==> src/rtl/store_narrow_rmw_pkg.sv <==
// Shared encodings for the narrowing store path: access sizes, FSM states
// and the alignment legality check used when a store is accepted.
package store_narrow_rmw_pkg;

  // Access size as carried on st_size.
  typedef enum logic [1:0] {
    SZ_BYTE = 2'b00,
    SZ_HALF = 2'b01,
    SZ_WORD = 2'b10,
    SZ_ILL  = 2'b11
  } size_e;

  // Store sequencer states.
  typedef enum logic [2:0] {
    ST_IDLE     = 3'd0,
    ST_READ     = 3'd1,
    ST_WRITE    = 3'd2,
    ST_DONE     = 3'd3,
    ST_ERR_DONE = 3'd4
  } state_e;

  // A store is rejected without touching memory when it is misaligned
  // for its size or uses the reserved size code.
  function automatic logic is_bad_access(input size_e size, input logic [1:0] off);
    logic bad;
    bad = 1'b0;
    case (size)
      SZ_BYTE: bad = 1'b0;
      SZ_HALF: bad = off[0];
      SZ_WORD: bad = (off != 2'b00);
      default: bad = 1'b1;
    endcase
    return bad;
  endfunction

endpackage

==> src/rtl/store_lane_merge.sv <==
// Combinational lane merge: drops the low byte/halfword of the store data
// into the addressed lane of the previously read word and reports whether
// the register value survives narrowing to the access size.
module store_lane_merge
  import store_narrow_rmw_pkg::*;
#(
  parameter bit BIG_ENDIAN = 1'b1
) (
  input  logic [31:0] old_word,
  input  logic [31:0] data,
  input  size_e       size,
  input  logic [1:0]  lane,
  input  logic        is_signed,
  output logic [31:0] merged,
  output logic        ovf
);

  logic [1:0]  byte_idx;
  logic        half_idx;
  logic [4:0]  shamt;
  logic [31:0] mask;
  logic [31:0] ins;

  // Physical lane position: big-endian puts byte 0 in the top bits.
  assign byte_idx = BIG_ENDIAN ? (2'd3 - lane) : lane;
  assign half_idx = BIG_ENDIAN ? ~lane[1] : lane[1];

  // Build the lane mask/insert value and the overflow flag per size.
  always_comb begin
    shamt = '0;
    mask  = '0;
    ins   = '0;
    ovf   = 1'b0;
    case (size)
      SZ_BYTE: begin
        shamt = {byte_idx, 3'b000};
        mask  = 32'h0000_00FF << shamt;
        ins   = {24'h00_0000, data[7:0]} << shamt;
        ovf   = is_signed ? (data[31:8] != {24{data[7]}}) : (data[31:8] != '0);
      end
      SZ_HALF: begin
        shamt = {half_idx, 4'b0000};
        mask  = 32'h0000_FFFF << shamt;
        ins   = {16'h0000, data[15:0]} << shamt;
        ovf   = is_signed ? (data[31:16] != {16{data[15]}}) : (data[31:16] != '0);
      end
      SZ_WORD: begin
        mask = '1;
        ins  = data;
      end
      default: begin
        mask = '0;
        ins  = '0;
      end
    endcase
    merged = (old_word & ~mask) | ins;
  end

endmodule

==> src/rtl/store_narrow_rmw.sv <==
// Narrowing store unit: accepts one store at a time, writes words directly
// and performs read-modify-write for bytes/halfwords on a memory port with
// no byte enables. Misaligned/illegal stores and ack timeouts finish with
// st_err; narrowing overflow is reported on st_ovf but the store proceeds.
module store_narrow_rmw
  import store_narrow_rmw_pkg::*;
#(
  parameter int unsigned ADDR_W     = 32,
  parameter bit          BIG_ENDIAN = 1'b1,
  parameter int unsigned TIMEOUT    = 255
) (
  input  logic              clk,
  input  logic              rst_n,
  input  logic              st_valid,
  output logic              st_ready,
  input  logic [ADDR_W-1:0] st_addr,
  input  logic [31:0]       st_data,
  input  logic [1:0]        st_size,
  input  logic              st_signed,
  output logic              st_done,
  output logic              st_err,
  output logic              st_ovf,
  output logic              mem_req,
  output logic              mem_we,
  output logic [ADDR_W-1:0] mem_addr,
  output logic [31:0]       mem_wdata,
  input  logic [31:0]       mem_rdata,
  input  logic              mem_ack
);

  localparam int unsigned      TO_W    = (TIMEOUT < 2) ? 1 : $clog2(TIMEOUT);
  localparam logic [TO_W-1:0]  TO_LAST = TO_W'(TIMEOUT - 1);

  state_e              state_q, state_d;
  logic [ADDR_W-1:0]   addr_q,  addr_d;
  logic [31:0]         wdata_q, wdata_d;
  logic [31:0]         data_q,  data_d;
  size_e               size_q,  size_d;
  logic [1:0]          off_q,   off_d;
  logic                sgn_q,   sgn_d;
  logic [TO_W-1:0]     cnt_q,   cnt_d;

  logic [31:0]         merged;
  logic                ovf;
  size_e               req_size;

  assign req_size = size_e'(st_size);

  store_lane_merge #(
    .BIG_ENDIAN (BIG_ENDIAN)
  ) u_merge (
    .old_word  (mem_rdata),
    .data      (data_q),
    .size      (size_q),
    .lane      (off_q),
    .is_signed (sgn_q),
    .merged    (merged),
    .ovf       (ovf)
  );

  // Next-state logic: decode at accept, then sequence read/write with a
  // per-access ack timeout. The merged word is captured on the read ack so
  // the write phase always starts in a later cycle.
  always_comb begin
    state_d = state_q;
    addr_d  = addr_q;
    wdata_d = wdata_q;
    data_d  = data_q;
    size_d  = size_q;
    off_d   = off_q;
    sgn_d   = sgn_q;
    cnt_d   = cnt_q;
    case (state_q)
      ST_IDLE: begin
        if (st_valid) begin
          data_d = st_data;
          size_d = req_size;
          off_d  = st_addr[1:0];
          sgn_d  = st_signed;
          if (is_bad_access(req_size, st_addr[1:0])) begin
            state_d = ST_ERR_DONE;
          end else begin
            addr_d = {st_addr[ADDR_W-1:2], 2'b00};
            cnt_d  = '0;
            if (req_size == SZ_WORD) begin
              wdata_d = st_data;
              state_d = ST_WRITE;
            end else begin
              state_d = ST_READ;
            end
          end
        end
      end
      ST_READ: begin
        if (mem_ack) begin
          wdata_d = merged;
          cnt_d   = '0;
          state_d = ST_WRITE;
        end else if (cnt_q == TO_LAST) begin
          state_d = ST_ERR_DONE;
        end else begin
          cnt_d = cnt_q + 1'b1;
        end
      end
      ST_WRITE: begin
        if (mem_ack) begin
          state_d = ST_DONE;
        end else if (cnt_q == TO_LAST) begin
          state_d = ST_ERR_DONE;
        end else begin
          cnt_d = cnt_q + 1'b1;
        end
      end
      ST_DONE:     state_d = ST_IDLE;
      ST_ERR_DONE: state_d = ST_IDLE;
      default:     state_d = ST_IDLE;
    endcase
  end

  // State and datapath registers with synchronous active-low reset.
  always_ff @(posedge clk) begin
    if (!rst_n) begin
      state_q <= ST_IDLE;
      addr_q  <= '0;
      wdata_q <= '0;
      data_q  <= '0;
      size_q  <= SZ_BYTE;
      off_q   <= '0;
      sgn_q   <= 1'b0;
      cnt_q   <= '0;
    end else begin
      state_q <= state_d;
      addr_q  <= addr_d;
      wdata_q <= wdata_d;
      data_q  <= data_d;
      size_q  <= size_d;
      off_q   <= off_d;
      sgn_q   <= sgn_d;
      cnt_q   <= cnt_d;
    end
  end

  // Handshake and memory strobes are pure decodes of the current state.
  always_comb begin
    st_ready = (state_q == ST_IDLE);
    mem_req  = (state_q == ST_READ) || (state_q == ST_WRITE);
    mem_we   = (state_q == ST_WRITE);
    st_done  = (state_q == ST_DONE) || (state_q == ST_ERR_DONE);
    st_err   = (state_q == ST_ERR_DONE);
    st_ovf   = st_done && ovf;
  end

  assign mem_addr  = addr_q;
  assign mem_wdata = wdata_q;

endmodule

==> config.mk <==
export PLATFORM = sky130hd
export DESIGN_NAME = store_narrow_rmw
export DESIGN_NICKNAME = d
export VERILOG_FILES = /design/src/rtl/store_narrow_rmw_pkg.sv /design/src/rtl/store_lane_merge.sv /design/src/rtl/store_narrow_rmw.sv
export SDC_FILE = /design/constraint.sdc
export NUM_CORES = 1
export LEC_CHECK = 0
export BUFFER_PORTS_ARGS = -buffer_cell sky130_fd_sc_hd__buf_4
export CORE_MARGIN = 1.5
export CORE_UTILIZATION = 45
export DETAILED_ROUTE_END_ITERATION = 8
export PLACE_DENSITY = 0.87
export SLEW_MARGIN = 20
export SYNTH_ARGS = -nofsm -noshare
export SYNTH_HDL_FRONTEND = slang
export SYNTH_SLANG_ARGS = --single-unit
==> constraint.sdc <==
create_clock -name clk -period 1.8 [get_ports clk]
set_input_delay 0.09 -clock clk [delete_from_list [all_inputs] [get_ports clk]]
set_output_delay 0.09 -clock clk [all_outputs]
set_load 0.005 [all_outputs]
# Yosys cells after proc, flatten, opt, wreduce, memory -nomap -nowiden

Cells that the tools add are included.

Bits in registers: 110
Bits of input ports: 103
Output and inout bits: 70
Word-level logic and storage cells: 76

Add/sub/neg operators: 2
Equality and inequality tests: 16
Shift-type cells: 4
Mux-type cells: 26
Bitwise gates (word level): 5
Reductions and logical operators: 15

Operators by type and width:

| cell                                                | count |
|---|---|
| one-hot mux 32 bit (3 select lines)                 | 2 |
| two-way mux 32 bit                                  | 4 |
| one-hot mux 32 bit (2 select lines)                 | 1 |
| two-way mux 8 bit                                   | 5 |
| bitwise AND 32 bit                                  | 1 |
| NOT 32 bit                                          | 1 |
| OR 32 bit                                           | 1 |
| left shift 16 x 5 -> 32 bit                         | 1 |
| left shift 16 x 5 -> 32 bit, first input constant   | 1 |
| left shift 8 x 5 -> 32 bit                          | 1 |
| left shift 8 x 5 -> 32 bit, first input constant    | 1 |
| != test 24 bit                                      | 1 |
| one-hot mux 8 bit (3 select lines)                  | 1 |
| nonzero test 24 bit                                 | 1 |
| != test 16 bit                                      | 1 |
| nonzero test 16 bit                                 | 1 |
| two-way mux 3 bit                                   | 5 |
| one-hot mux 3 bit (3 select lines)                  | 1 |
| adder 8 x 1 -> 8 bit, second input constant         | 1 |
| equality test 8 bit, second input constant          | 1 |
| != test 2 bit, second input constant                | 4 |
| equality test 3 x 2 -> 1 bit, second input constant | 2 |
| AND reduction 5 bit                                 | 1 |
| equality test 2 x 1 -> 1 bit, second input constant | 2 |
| 19 further kinds                                    | 27 |

# Logic depth before layout (Yosys ltp)

Word-level depth: 8
Mapped depth: 7
Gate-level depth less buffers: 6

# By module

Synthesis repeated with hierarchy kept, for this count alone.

Cell total of the unflattened synthesis: 711
Area, all modules: 5969.5 µm²

Modules (own cells, without submodules):

| module           | times used | cells each | area each (µm²) | sequential area each (µm²) |
|---|---|---|---|---|
| store_narrow_rmw | 1          | 555        | 4918.5          | 2202.1 |
| store_lane_merge | 1          | 156        | 1051.0          | 0.0 |

# Worst setup path after synthesis

Ideal clock, no wire load.

Path type: register -> register
From: register state_q[0]
To: register wdata_q[2] (netlist: mem_wdata[2])
Setup time: 0.117 ns
Arrival time: 1.576 ns
Setup slack: 0.107 ns
Stages on the path, launching flop included: 6
Buffers on the path: 1
Clock period less this slack: 1.693 ns
Path through: dfxtp_1 > or4b_1 > o21a_1 > o21a_4 > buf_6 > a22o_1

Word-level cells in the longest chain between the ends: 3
Elaborated cells on any way between the ends: 9
Classes of those cells: 5 x eq/ne; 1 x mux; 3 x reduce/logical

RTL lines:

| what                                                              | line                    | text |
|---|---|---|
| start, declared                                                   | store_narrow_rmw.sv:34  | `state_e state_q, state_d;` |
| start signal, assigned                                            | store_narrow_rmw.sv:132 | `state_q <= state_d;` |
| equality test 3 x 1 -> 1 bit or logical NOT 3 bit (tied branches) | store_narrow_rmw.sv:73  | `case (state_q)` |
| != test 2 bit (no line), or another cell as far along             | n/a                     |  |
| AND reduction 5 bit (no line)                                     | n/a                     |  |
| end signal, assigned                                              | store_narrow_rmw.sv:134 | `wdata_q <= wdata_d;` |
| end, declared                                                     | store_narrow_rmw.sv:36  | `logic [31:0] wdata_q, wdata_d;` |

Several ways; a longest one is shown, not always the timed one.
A chain may end at the register's enable or synchronous reset.

# Worst setup path after layout

From: register data_q[30]
To: output port st_ovf

Word-level cells in the longest chain between the ends: 4
Elaborated cells on any way between the ends: 8
Classes of those cells: 2 x eq/ne; 3 x mux; 3 x reduce/logical

RTL lines:

| what                                         | line                                           | text |
|---|---|---|
| start, declared                              | store_narrow_rmw.sv:37                         | `logic [31:0] data_q, data_d;` |
| start signal, assigned                       | store_narrow_rmw.sv:135                        | `data_q <= data_d;` |
| != test 24 bit, or another cell as far along | store_lane_merge.sv:39                         | `ovf = is_signed ? (data[31:8] != {24{data[7]}}) : (data[31:8] != '0);` |
| two-way mux 1 bit, on equally long branches  | store_lane_merge.sv:39, store_lane_merge.sv:45 |  |
| one-hot mux 1 bit (2 select lines) (*)       | store_lane_merge.sv:34                         | `case (size)` |
| logical AND 1 bit (*)                        | store_narrow_rmw.sv:150                        | `st_ovf = st_done && ovf;` |
| end, declared                                | store_narrow_rmw.sv:22                         | `output logic st_ovf,` |

Every way passes the cells marked *; elsewhere a longest branch is shown, timed or not.

==> tab_implementation.tex <==
\begin{tabular}{lr}
\hline
Metric & Value \\
\hline
\multicolumn{2}{l}{\textbf{Synth}} \\
Synth Area per Inst & roughly 8.1 µm² \\
Portion of the post-synthesis area used by sequential elements & 42.7\% \\
Total of warnings raised by yosys & 0 \\
Synth Flop Type & sky130\_fd\_sc\_hd\_\_dfxtp\_1 \\
Post-synth ARST share & 0\% \\
Synth Register Bits & 110 \\
Number of enable flip-flop cells after synthesis & 0 \\
Netlist Area Pre-Place & 5160 µm² \\
Instance count of the mapped netlist & 638 \\
Yosys cell types & 56 \\
\multicolumn{2}{l}{\textbf{Placement}} \\
Placed Instances & between 900 and 1k \\
Setup slack at placement & -116 ps \\
RePlAce Congestion & 0.937 \\
Number of buffer cells added on primary ports & 170 \\
Placed wire-length estimate & about 11 mm \\
\multicolumn{2}{l}{\textbf{GRT}} \\
Pin count of the biggest net entering global routing & 70 \\
Initial antenna violation count & 0 \\
Wire length of the first global-routing pass & $\sim$25 mm \\
Overflow left after global routing & 0 \\
Vias in the first global route & between 5k and 6k \\
Overall global routing resource usage & between 20\% and 30\% \\
\multicolumn{2}{l}{\textbf{Clocking}} \\
CTS tree & done \\
Number of CTS-inserted buffers & 9 \\
Clock Pin Slew Worst Setup and Hold Paths & 70 ps \\
Worst-Skew Late Latency & 340 ps \\
Total clock sinks & 110 \\
Maximum root-to-sink buffer count & 2 \\
CTS H-tree depth & 3 \\
Clock root buffer master & sky130\_fd\_sc\_hd\_\_clkbuf\_16 \\
\multicolumn{2}{l}{\textbf{Run}} \\
Max capacitance violation total & 0 \\
\multicolumn{2}{l}{\textbf{Drt}} \\
Via density & 5.80 \\
Vias after detailed routing & 5785 \\
WL per Instance & 17.2 µm \\
First-pass iteration count of the detailed router & 5 \\
Count of nets left with antenna violations after detail routing & 0 \\
Drc violations & 0 \\
Final routed wirelength across all metal layers & 17.2 mm \\
Initial detailed-routing violation count & 533 \\
\multicolumn{2}{l}{\textbf{Setup path}} \\
Startpoint Class & flop \\
Worst path max stage delay & 340 ps \\
Reg2Reg Depth & 6 \\
R2r setup slk & around 30 ps \\
Category of the worst setup path capture point & output pin \\
Cells along the critical path & nor4\_2 -> and4\_1 -> nand4\_1 -> a31oi\_1 -> nor2\_1 -> buf\_4 \\
Startpoint of the worst-slack reg-to-reg timing path & state\_q[0] \\
Endpoint of the worst register-to-register path & mem\_wdata[16] \\
Critical path class & reg -> out \\
Worst EP required & about 1700 ps \\
Critical-path cell with the highest stage delay & sky130\_fd\_sc\_hd\_\_dfxtp\_2 \\
Max FO, Critical Path & 3 \\
Arrival time of the worst setup path & 1840 ps \\
\multicolumn{2}{l}{\textbf{STA}} \\
Slew HR & approximately 54\% \\
Max Slew Vio Count & 0 \\
Final number of setup-violating endpoints & 1 \\
Max Freq & 518 MHz \\
Post-route clock period utilization & 107\% \\
Slack of the critical path & -130 ps \\
Count of final hold-check violations & 0 \\
Shortest clock period the worst path allows after layout & slightly below 2000 ps \\
Transition time at the pin with the least slew margin & 682 ps \\
Skew final & just under 9 ps \\
RSZ-0062 raised after global routing & yes \\
\multicolumn{2}{l}{\textbf{Status}} \\
Outcome & finished with violations \\
Violations in the final reports & negative setup slack \\
\multicolumn{2}{l}{\textbf{Floorplan}} \\
Total Die Area & 12100 µm² \\
Boundary Pins & 173 \\
Initial standard-cell utilization of the core & between 40\% and 50\% \\
Die extent in y & 110 µm \\
Core Area & about 11000 µm² \\
Row Count & 38 \\
DIE WIDTH & around 110 µm \\
\multicolumn{2}{l}{\textbf{Power and ir drop}} \\
Power density of the placed cells & roughly 800 nW/µm² \\
P\_leak & 3.17 nW \\
Worst-case vdd ir drop & about 0.62 mV \\
\multicolumn{2}{l}{\textbf{Layout}} \\
Number of antenna repair diodes & 0 \\
Share of cells above drive strength 1 & 33.0\% \\
Filler Cell Count & 827 \\
Post-route insts no fill & 997 \\
Layout Area Growth over Synthesis & 46.7\% \\
Final layout net count & 959 \\
\multicolumn{2}{l}{\textbf{Hold path}} \\
Worst hold endpoint & data\_q[23] \\
Beginning of the worst hold path & st\_data[23] \\
Hold Crit Depth & 3 \\
Hold Path Class & in -> reg \\
\hline
\end{tabular}
## per-layer routing
metal  track usage, %  up-vias  part of all wire, %
met5                0        -                    0
met4             13.2        0                  4.4
met3             6.94       56                   11
met2             45.4      338                   47
met1             32.1     2669                   38
li1                 -     2722                    -
## stage by stage
stage	total power, W	area (µm²)	hold slack (ps)	TNS [ps]	utilization, %
floorplan	0.00335	5160	226	0	-
global placement	0.00392	6720	336	-1010	60.9
detailed placement	0.00393	6720	345	-764	60.9
CTS	0.00600	7410	1.14	-103	67.2
global route	0.00629	7570	2.50	-391	68.6
finish	0.00605	7570	8.96	-130	68.6
## state kept, by name, summed over array words and instances, names as in the netlist
name,flops
cnt_q,8
mem_addr,30
size_q,2
state_q,3
data_q,32
sgn_q,1
mem_wdata,32
off_q,2
## critical path, delay by kind of cell, from the launching register on
kind,cells,cell delay (ps)
flops,1,340
compound gates,1,260
simple gates,4,760
buf+inv,1,150
## worst max path at each step
| stage | startpoint | endpoint | slack, ps |
|---|---|---|---|
| 3_5_place_dp | size_q[0] | mem_wdata[25] | -120 |
| 4_1_cts | data_q[30] | st_ovf | -100 |
| 2_1_floorplan | state_q[0] | mem_wdata[2] | 110 |
| 5_1_grt | data_q[30] | st_ovf | -180 |
| 3_3_place_gp | size_q[0] | mem_wdata[29] | -130 |
| 6_report | data_q[30] | st_ovf | -130 |
## cells by family after synthesis
group	after synthesis	synth area share, %
compound gates	194	26.1
mux	9	1.99
flops	110	42.7
fa+ha+maj	2	0.485
xor+xnor	1	0.170
simple gates	268	23.6
other cells	1	0.0727
buf+inv	53	4.95
## cell usage in the layout, fill, tap and decap left out, drive strengths merged, types with 16 or more instances in the layout
cell	n
a21oi	84
a221o	23
a22o	16
buf	213
dfxtp	110
dlygate4sd3	37
nand2	171
nor2	29
o21ai	19
or2	17
## synthesized netlist by cell type, drive strengths merged (4+ instances only)
cell type	count	area share [%]
nor2b	4	0.48
nand4	8	0.97
mux2i	9	2.0
nand2	171	12
nor3	8	1.2
a32o	15	2.9
o21ai	19	1.8
buf	23	2.8
inv	4	0.29
o211ai	9	1.3
dfxtp	110	43
nand3	4	0.39
a221o	23	4.5
a21oi	84	8.1
nor4	7	0.97
or2	17	2.1
clkbuf	25	1.8
a221oi	10	1.7
a22o	16	2.7
o21a	4	0.73
nand2b	7	0.85
nor2	29	2.1
## power breakdown
| group | total [W] | switching, W | internal, W | leakage, nW |
|---|---|---|---|---|
| Clock | 0.00202 | 0.000901 | 0.00112 | 0.147 |
| Combinational | 0.00132 | 0.000658 | 0.000667 | 2.13 |
| Sequential | 0.00271 | 0.000140 | 0.00257 | 0.900 |
## what timing repair did
item                                    in CTS  in global routing
buffers inserted                             1                  5
hold endpoints to repair                    37                  0
endpoints found under the setup margin      12                 33
hold buffers                                37                  0
pin swaps                                    7                 10
gates resized for setup                      9                 25
cloned                                       0                  3
## final cells by class
cell class / instances / area, µm² / area share [%]
multi-input cells: 477 / 2800 / 37.0
inverters: 5 / 18.8 / 0.248
flip-flops and latches: 110 / 2210 / 29.3
well taps: 140 / 175 / 2.31
clock buffers: 10 / 239 / 3.16
repair buffers: 251 / 2070 / 27.4
clock inverters: 4 / 55.1 / 0.727
Note: power is estimated with default switching activity, not from simulation.
